===== src/rtl/ppu_fetch_scheduler.sv =====
// ppu_fetch_scheduler
// -------------------
// Dot/scanline sequencer for the PPU. Owns the raster counters and decodes
// them into per-dot fetch-mode strobes for the VRAM fetch controller, the
// loopy v-register update strobes, the vblank flag and the odd-frame dot skip.
//
// Ports:
//   clock, reset        dot-domain clock, synchronous active-high reset
//   clock_EN            dot enable; counters and flag advance only when high
//   renderingEnabled    PPUMASK background-show OR sprite-show
//   nmiEnable           PPUCTRL bit 7
//   vblankClear         one-cycle pulse on a CPU read of PPUSTATUS
//   dot, scanline       current raster position (registered)
//   frameOdd            odd-frame indicator (registered)
//   backgroundFetch_EN, spriteFetch_EN, dummyFetch_EN, idle
//                       one-hot fetch mode for the current dot (combinational)
//   coarseXIncrement, fineYIncrement, copyHorizontal, copyVertical
//                       loopy update strobes for the current dot (combinational)
//   vblankFlag          PPUSTATUS bit 7 (registered)
//   nmi_OUT             vblankFlag AND nmiEnable (combinational)
module ppu_fetch_scheduler #(
    parameter int DOTS_PER_LINE   = 341,
    parameter int LINES_PER_FRAME = 262,
    parameter int VBLANK_LINE     = 241
) (
    input  logic       clock,
    input  logic       reset,
    input  logic       clock_EN,
    input  logic       renderingEnabled,
    input  logic       nmiEnable,
    input  logic       vblankClear,
    output logic [8:0] dot,
    output logic [8:0] scanline,
    output logic       frameOdd,
    output logic       backgroundFetch_EN,
    output logic       spriteFetch_EN,
    output logic       dummyFetch_EN,
    output logic       idle,
    output logic       coarseXIncrement,
    output logic       fineYIncrement,
    output logic       copyHorizontal,
    output logic       copyVertical,
    output logic       vblankFlag,
    output logic       nmi_OUT
);

    localparam logic [8:0] LAST_DOT     = 9'(DOTS_PER_LINE - 1);
    localparam logic [8:0] SKIP_DOT     = 9'(DOTS_PER_LINE - 2);
    localparam logic [8:0] PRE_LINE     = 9'(LINES_PER_FRAME - 1);
    localparam logic [8:0] VBL_LINE     = 9'(VBLANK_LINE);
    // The single post-render line sits directly before the vblank line, so
    // every line below it is a visible render line (0..239 on NTSC).
    localparam logic [8:0] LAST_VISIBLE = 9'(VBLANK_LINE - 2);

    logic [8:0] dot_q, dot_d;
    logic [8:0] scanline_q, scanline_d;
    logic       frame_odd_q, frame_odd_d;
    logic       vblank_q, vblank_d;

    logic render_line;
    logic active;
    logic skip_dot;
    logic line_end;
    logic vbl_set_evt;
    logic vbl_clr_evt;

    // ---------------- raster counters ----------------
    // On odd frames with rendering on, the pre-render line ends one dot early:
    // dot 339 goes straight to 0/0 and the frame wrap happens there instead.
    assign skip_dot = (scanline_q == PRE_LINE) && (dot_q == SKIP_DOT)
                      && renderingEnabled && frame_odd_q;
    assign line_end = (dot_q == LAST_DOT) || skip_dot;

    always_comb begin
        dot_d       = dot_q;
        scanline_d  = scanline_q;
        frame_odd_d = frame_odd_q;
        if (clock_EN) begin
            if (line_end) begin
                dot_d = 9'd0;
                if (scanline_q == PRE_LINE) begin
                    scanline_d  = 9'd0;
                    frame_odd_d = ~frame_odd_q;
                end else begin
                    scanline_d = scanline_q + 9'd1;
                end
            end else begin
                dot_d = dot_q + 9'd1;
            end
        end
    end

    // ---------------- vblank flag ----------------
    assign vbl_set_evt = clock_EN && (scanline_q == VBL_LINE) && (dot_q == 9'd1);
    assign vbl_clr_evt = clock_EN && (scanline_q == PRE_LINE) && (dot_q == 9'd1);

    always_comb begin
        vblank_d = vblank_q;
        if (vbl_set_evt) begin
            vblank_d = 1'b1;
        end
        if (vbl_clr_evt) begin
            vblank_d = 1'b0;
        end
        // A status read always wins, including over a coincident set, which
        // suppresses the flag (and NMI) for the whole frame.
        if (vblankClear) begin
            vblank_d = 1'b0;
        end
    end

    always_ff @(posedge clock) begin
        if (reset) begin
            dot_q       <= 9'd0;
            scanline_q  <= 9'd0;
            frame_odd_q <= 1'b0;
            vblank_q    <= 1'b0;
        end else begin
            dot_q       <= dot_d;
            scanline_q  <= scanline_d;
            frame_odd_q <= frame_odd_d;
            vblank_q    <= vblank_d;
        end
    end

    // ---------------- per-dot decode ----------------
    assign render_line = (scanline_q <= LAST_VISIBLE) || (scanline_q == PRE_LINE);
    assign active      = render_line && renderingEnabled;

    assign backgroundFetch_EN = active && (((dot_q >= 9'd1)   && (dot_q <= 9'd256)) ||
                                           ((dot_q >= 9'd321) && (dot_q <= 9'd336)));
    assign spriteFetch_EN     = active && (dot_q >= 9'd257) && (dot_q <= 9'd320);
    assign dummyFetch_EN      = active && (dot_q >= 9'd337) && (dot_q <= 9'd340);
    assign idle               = ~(backgroundFetch_EN | spriteFetch_EN | dummyFetch_EN);

    // Coarse X steps at the last dot of each 8-dot tile fetch.
    assign coarseXIncrement = active && (dot_q[2:0] == 3'd0) &&
                              (((dot_q >= 9'd8)   && (dot_q <= 9'd256)) ||
                               ((dot_q >= 9'd328) && (dot_q <= 9'd336)));
    assign fineYIncrement   = active && (dot_q == 9'd256);
    assign copyHorizontal   = active && (dot_q == 9'd257);
    assign copyVertical     = active && (scanline_q == PRE_LINE) &&
                              (dot_q >= 9'd280) && (dot_q <= 9'd304);

    assign dot        = dot_q;
    assign scanline   = scanline_q;
    assign frameOdd   = frame_odd_q;
    assign vblankFlag = vblank_q;
    assign nmi_OUT    = vblank_q && nmiEnable;

endmodule


===== config.mk =====
export PLATFORM = sky130hd
export DESIGN_NAME = ppu_fetch_scheduler
export DESIGN_NICKNAME = d
export VERILOG_FILES = /design/src/rtl/ppu_fetch_scheduler.sv
export SDC_FILE = /design/constraint.sdc
export NUM_CORES = 1
export LEC_CHECK = 0
export ABC_AREA = 1
export CAP_MARGIN = 20
export CELL_PAD_IN_SITES_DETAIL_PLACEMENT = 2
export CELL_PAD_IN_SITES_GLOBAL_PLACEMENT = 2
export CORE_MARGIN = 1
export CORE_UTILIZATION = 24
export CTS_BUF_LIST = sky130_fd_sc_hd__clkbuf_4
export CTS_CLUSTER_SIZE = 30
export DETAILED_ROUTE_END_ITERATION = 10
export PLACE_DENSITY = 0.88
export SLEW_MARGIN = 25
export SYNTH_ARGS = -nofsm -noshare
export SYNTH_HDL_FRONTEND = slang
export SYNTH_SLANG_ARGS = --single-unit

===== constraint.sdc =====
create_clock -name clock -period 1.8 [get_ports clock]
set_clock_uncertainty 0.2 [all_clocks]
set_input_delay 0.36 -clock clock [delete_from_list [all_inputs] [get_ports clock]]
set_output_delay 0.36 -clock clock [all_outputs]
set_load 0.005 [all_outputs]

# Word-level counts from Yosys, hierarchy flattened
# Cells that the tools add are included.
totals:
  ff_bits: 20
  latch_bits: 0
  ramBits: 0
  rom_bits: 0
  elab_cells: 65
  memories: 0
classes:
  n_addsub: 2
  multipliers: 0
  n_div: 0
  magnitude_cmp: 13
  eq_ne: 7
  shifts: 0
  muxes: 2
  n_bitwise: 4
  n_reduce_logical: 33
op_table:
  columns: ["cell", "n"]
  rows:
  - ["$eq 9x9->1 const B", 5]
  - ["$ge 9x9->1 const B", 5]
  - ["$le 9x9->1 const B", 5]
  - ["$logic_and 1x1->1", 25]
  - ["$add 9x1->9 const B", 2]
  - ["$mux 9", 2]
  - ["$eq 9x1->1 const B", 1]
  - ["$eq 9x8->1 const B", 1]
  - ["$ge 9x1->1 const B", 1]
  - ["$ge 9x4->1 const B", 1]
  - ["$le 9x8->1 const B", 1]
  - ["$logic_or 1x1->1", 4]
  - ["$logic_not 3->1", 1]
  - ["$reduce_and 3->1", 1]
  - ["$reduce_or 3->1", 1]
  - ["$not 1->1", 2]
  - ["$or 1x1->1", 2]
  - ["$reduce_and 2->1", 1]

# Longest topological paths before layout
depth:
  word_depth: 8
  depth_mapped: 11
  depth_no_buf: 11

# Worst setup path after synthesis
# Ideal clock, no wire load.
synth_timing:
  path_type: "reg-to-output"
  from: "register scanline_q[1], in the netlist scanline[1]"
  to: "output port idle"
  arrival_time_ns: 1.325
  t_required_ns: 1.240
  path_slack_ns: -0.085
  path_stages_with_launch: 10
  path_cell_list: "dfxtp_1 -> inv_1 -> ha_1 -> nand2_1 -> nor2_4 -> nand3_4 -> inv_1 -> a21oi_1 -> a21oi_1 -> nor2_1"
synth_between:
  elab_chain_cells: 8
synth_rtl:
  columns: ["item", "line", "rtl"]
  rows:
  - ["start: declaration", "56", "logic [8:0] scanline_q, scanline_d;"]
  - ["start signal: assignment", "120", "scanline_q <= scanline_d;"]
  - ["$le 9x8->1 / $eq 9x9->1 (equally long branches)", "127", "assign render_line = (scanline_q <= LAST_VISIBLE) || (scanline_q == PRE_LINE);"]
  - ["$logic_or 1x1->1 *", "127", null]
  - ["$logic_and 1x1->1 *", "128", "assign active = render_line && renderingEnabled;"]
  - ["$logic_and 1x1->1 (2 in series)", "132", "assign spriteFetch_EN = active && (dot_q >= 9'd257) && (dot_q <= 9'd320);"]
  - ["$or 1x1->1", "134", "assign idle = ~(backgroundFetch_EN | spriteFetch_EN | dummyFetch_EN);"]
  - ["$or 1x1->1 *", "134", null]
  - ["$not 1->1 *", "134", null]
  - ["end: declaration", "38", "output logic idle,"]
# Every way passes the cells marked *; elsewhere a longest branch is shown, timed or not.

# Worst setup path in the final report
layout_timing:
  from: "register scanline_q[1], in the netlist scanline[1]"
  to: "output port fineYIncrement"
layout_between:
  elab_chain_cells: 4
layout_rtl:
  columns: ["item", "line", "rtl"]
  rows:
  - ["$le 9x8->1 / $eq 9x9->1 (equally long branches)", "127", null]
  - ["$logic_or 1x1->1 *", "127", null]
  - ["$logic_and 1x1->1 *", "128", null]
  - ["$logic_and 1x1->1 *", "140", "assign fineYIncrement = active && (dot_q == 9'd256);"]
  - ["end: declaration", "40", "output logic fineYIncrement,"]
# Marks and branches as above.

==> flow_metrics.py <==
metrics = {
    "layout": {
        "area_growth_pct": 101,
        "fin_area_mm2": 0.00317,
        "layout.nets": 426,
        "n_antenna_cell": 0,
        "drive_gt1_frac": 0.535,
    },
    "power_and_ir_drop": {
        "ir_drop_v": 0.000281,
        "pwr-share-comb": 0.234,
        "p_per_area_mw_per_mm2": 290,
        "p_switching_uw": 318,
        "p_int_uw": 603,
        "p_total_uw": 921,
        "clkPwrFrac": 0.289,
        "leakage_nw": 1.65,
        "switching_share": 0.346,
        "pwr-share-seq": 0.476,
    },
    "global_routing": {
        "grt-ovfl-total": 0,
        "grt_pass1_wl_um": 17500,
        "antenna_found_initial": 0,
        "grt_start_max_net_pins": 11,
        "grt_pass1_vias": 2921,
        "grt_use_total": 0.335,
    },
    "run_status": {
        "status": "complete, but fails checks",
        "violations": "setup timing",
    },
    "floorplan": {
        "ios": 35,
        "die_h_um": 83.2,
        "die_x_um": 83.2,
        "core-area_mm2": 0.00635,
        "initial_utilization": 0.249,
        "die-area_mm2": 0.00692,
        "fp-row-count": 29,
    },
    "worst_setup_path": {
        "critPathKind": "reg -> out",
        "cp_data_arrival_time_ns": 1.93,
        "critPathMaxFanout": 4,
        "reg2regPathDepth": 11,
        "endpoint_kind": "primary output",
        "startpoint_type": "flip-flop",
        "required_ns": 1.24,
    },
    "timing": {
        "finalMaxSlewViolations": 0,
        "min_period_over_period": 1.38,
        "fin_ws_ns": -0.688,
        "rsz0062_at_grt": "true",
        "min_period_ns": 2.49,
        "finalSetupViolCount": 27,
        "worstMarginPinSlew_ns": 0.549,
        "hold_viol_final": 0,
        "setup_tns_ns": -14.49,
        "relSlewSlack": 0.631,
        "fmax_mhz": 402,
    },
    "logic_synthesis": {
        "synth_top_area_frac": 0.253,
        "ys_seq_area_frac": 0.253,
        "avgSynthCellArea_um2": 5.78,
        "ys_types": 28,
        "syn_area_mm2": 0.00158,
        "ys_ff_latch": 20,
        "yosys_warnings": 0,
        "syn_nets": 285,
        "synthTopCellsByArea": "dfxtp_1, nand2_1, nor2_1, nand3_1, inv_1",
        "synthCells": 274,
        "synth_top_area_cell": "dfxtp_1",
    },
    "clock_network": {
        "cts-root-buf": "clkbuf_4",
        "worstSkewPairLatency_ns": 0.35,
        "cts-buffers-inserted": 3,
        "clkTransAtPathRegs_ns": 0.15,
        "clockBufferDepth": 2,
        "cts.sinks": 20,
        "hold_buffers": 0,
        "cts_tree": "built",
        "cts.htree.levels": 1,
    },
    "detailed_routing": {
        "routed_wirelength_um": 13100,
        "remaining_drc_errors": 0,
        "dr_total_vias": 2670,
        "drtPass1Iterations": 5,
        "vias_per_cell": 5.45,
        "ant_nets": 0,
        "drt_iter0_markers": 181,
        "routedWlPerCell_um": 26.8,
    },
    "placed_design": {
        "place_ws_ns": -0.840,
        "portBuffers": 34,
        "gp_congestion": 0.820,
        "dpl_cell_area_mm2": 0.00260,
        "dp_hpwl_um": 7080,
    },
    "min_path": {
        "hp-class": "reg -> reg",
        "hold_depth": 2,
    },
    "flow_run": {
        "drv_cap": 0,
    },
}
==> path summary, 6_finish.rpt <==
check | from | endpoint | slack, ns
setup / recovery | scanline[1] | fineYIncrement | -0.69
hold / removal | vblankFlag | vblankFlag | 0.31
setup reg to reg | scanline[1] | frameOdd | -0.65
hold reg to reg | vblankFlag | vblankFlag | 0.31
==> timing repair <==
item                       4_1_cts  5_1_grt
buffers inserted                21        5
gates cloned                     0        1
gates resized for setup        156       30
setup endpoints to repair       43       32
pin swaps                       21       10
==> routing by layer <==
layer | vias to the layer above | share of wire | global-route usage
li1 | 1146 | - | -
met1 | 1331 | 0.41 | 0.386
met2 | 133 | 0.49 | 0.604
met3 | 60 | 0.045 | 0.0517
met4 | 0 | 0.053 | 0.154
met5 | - | 0 | 0
==> worst max-delay path: stages (launching register included) <==
cell,delay [ns]
dfxtp_4,0.40
inv_2,0.08
ha_2,0.21
nand2_2,0.08
nor2_4,0.17
nand3_4,0.15
inv_2,0.11
a21oi_4,0.05
buf_4,0.15
nor2_2,0.07
clkbuf_2,0.11
==> cell type report <==
cell class / instances / area [um2]
inverters: 38 / 145
clock buffers: 3 / 22.5
well taps: 77 / 96.3
repair buffers: 141 / 1120
multi-input cells: 211 / 1330
flip-flops and latches: 20 / 458
fillers: 728 / 3180
==> flip-flops by register name, summed over array words and instances, names as in the netlist <==
name	count
dot	9
scanline	9
frameOdd	1
vblankFlag	1
==> power by group through the flow <==
stage	logic (mW)	registers, mW	clock network (mW)
6_report	0.216	0.439	0.266
5_1_grt	0.225	0.439	0.285
4_1_cts	0.185	0.438	0.258
3_5_place_dp	0.159	0.463	0
3_3_place_gp	0.148	0.462	0
2_1_floorplan	0.0600	0.465	0
==> layout by cell type (no fill, tap or decap), drive strengths merged <==
master         Yosys  final
buf                4    114
o21ai              7      7
nor2              54     54
clkbuf             1      5
nand4              2      2
inv               38     38
o21bai             1      1
or2                1      1
xor2               2      2
nor3              11     11
nand2             78     78
dlygate4sd2        0     13
clkdlybuf4s15      0      4
ha                 5      5
nor4               1      1
a21oi              8      8
o211ai             2      2
nand3b             1      1
dlymetal6s2s       0      1
nand3             37     37
clkdlybuf4s50      0      7
dfxtp             20     20
o31ai              1      1
==> synthesized netlist by cell type <==
master	n
nand2_1	75
nor2_1	50
nand3_1	35
inv_1	34
dfxtp_1	20
nor3_1	11
a21oi_1	8
o21ai_0	6
ha_1	5
inv_2	4
nand2_2	3
nor2_2	3
buf_6	2
nand4_1	2
o211ai_1	2
xor2_1	2
buf_1	1
buf_2	1
clkbuf_1	1
nand3_2	1
nand3_4	1
nand3b_1	1
nor2_4	1
nor4_1	1
o21ai_4	1
o21bai_1	1
o31ai_1	1
or2_2	1
==> cells by family after synthesis <==
group | after synthesis | share of synthesized area
flip-flops | 20 | 0.253
AND/OR/NAND/NOR | 185 | 0.511
adder cells (fa/ha/maj) | 5 | 0.0395
buffers and inverters | 43 | 0.112
AO/OA/AOI/OAI | 19 | 0.0735
XOR/XNOR | 2 | 0.0111
==> through the flow <==
| step | instances | utilization | hold WS [ns] |
|---|---|---|---|
| after floorplan | 274 | - | 0.224 |
| after global routing | 490 | 0.500 | 0.316 |
| after global placement | 460 | 0.409 | 0.269 |
| final | 490 | 0.500 | 0.307 |
| after detailed placement | 460 | 0.409 | 0.295 |
| after CTS | 484 | 0.481 | 0.295 |
(Power assumes the default switching activity.)
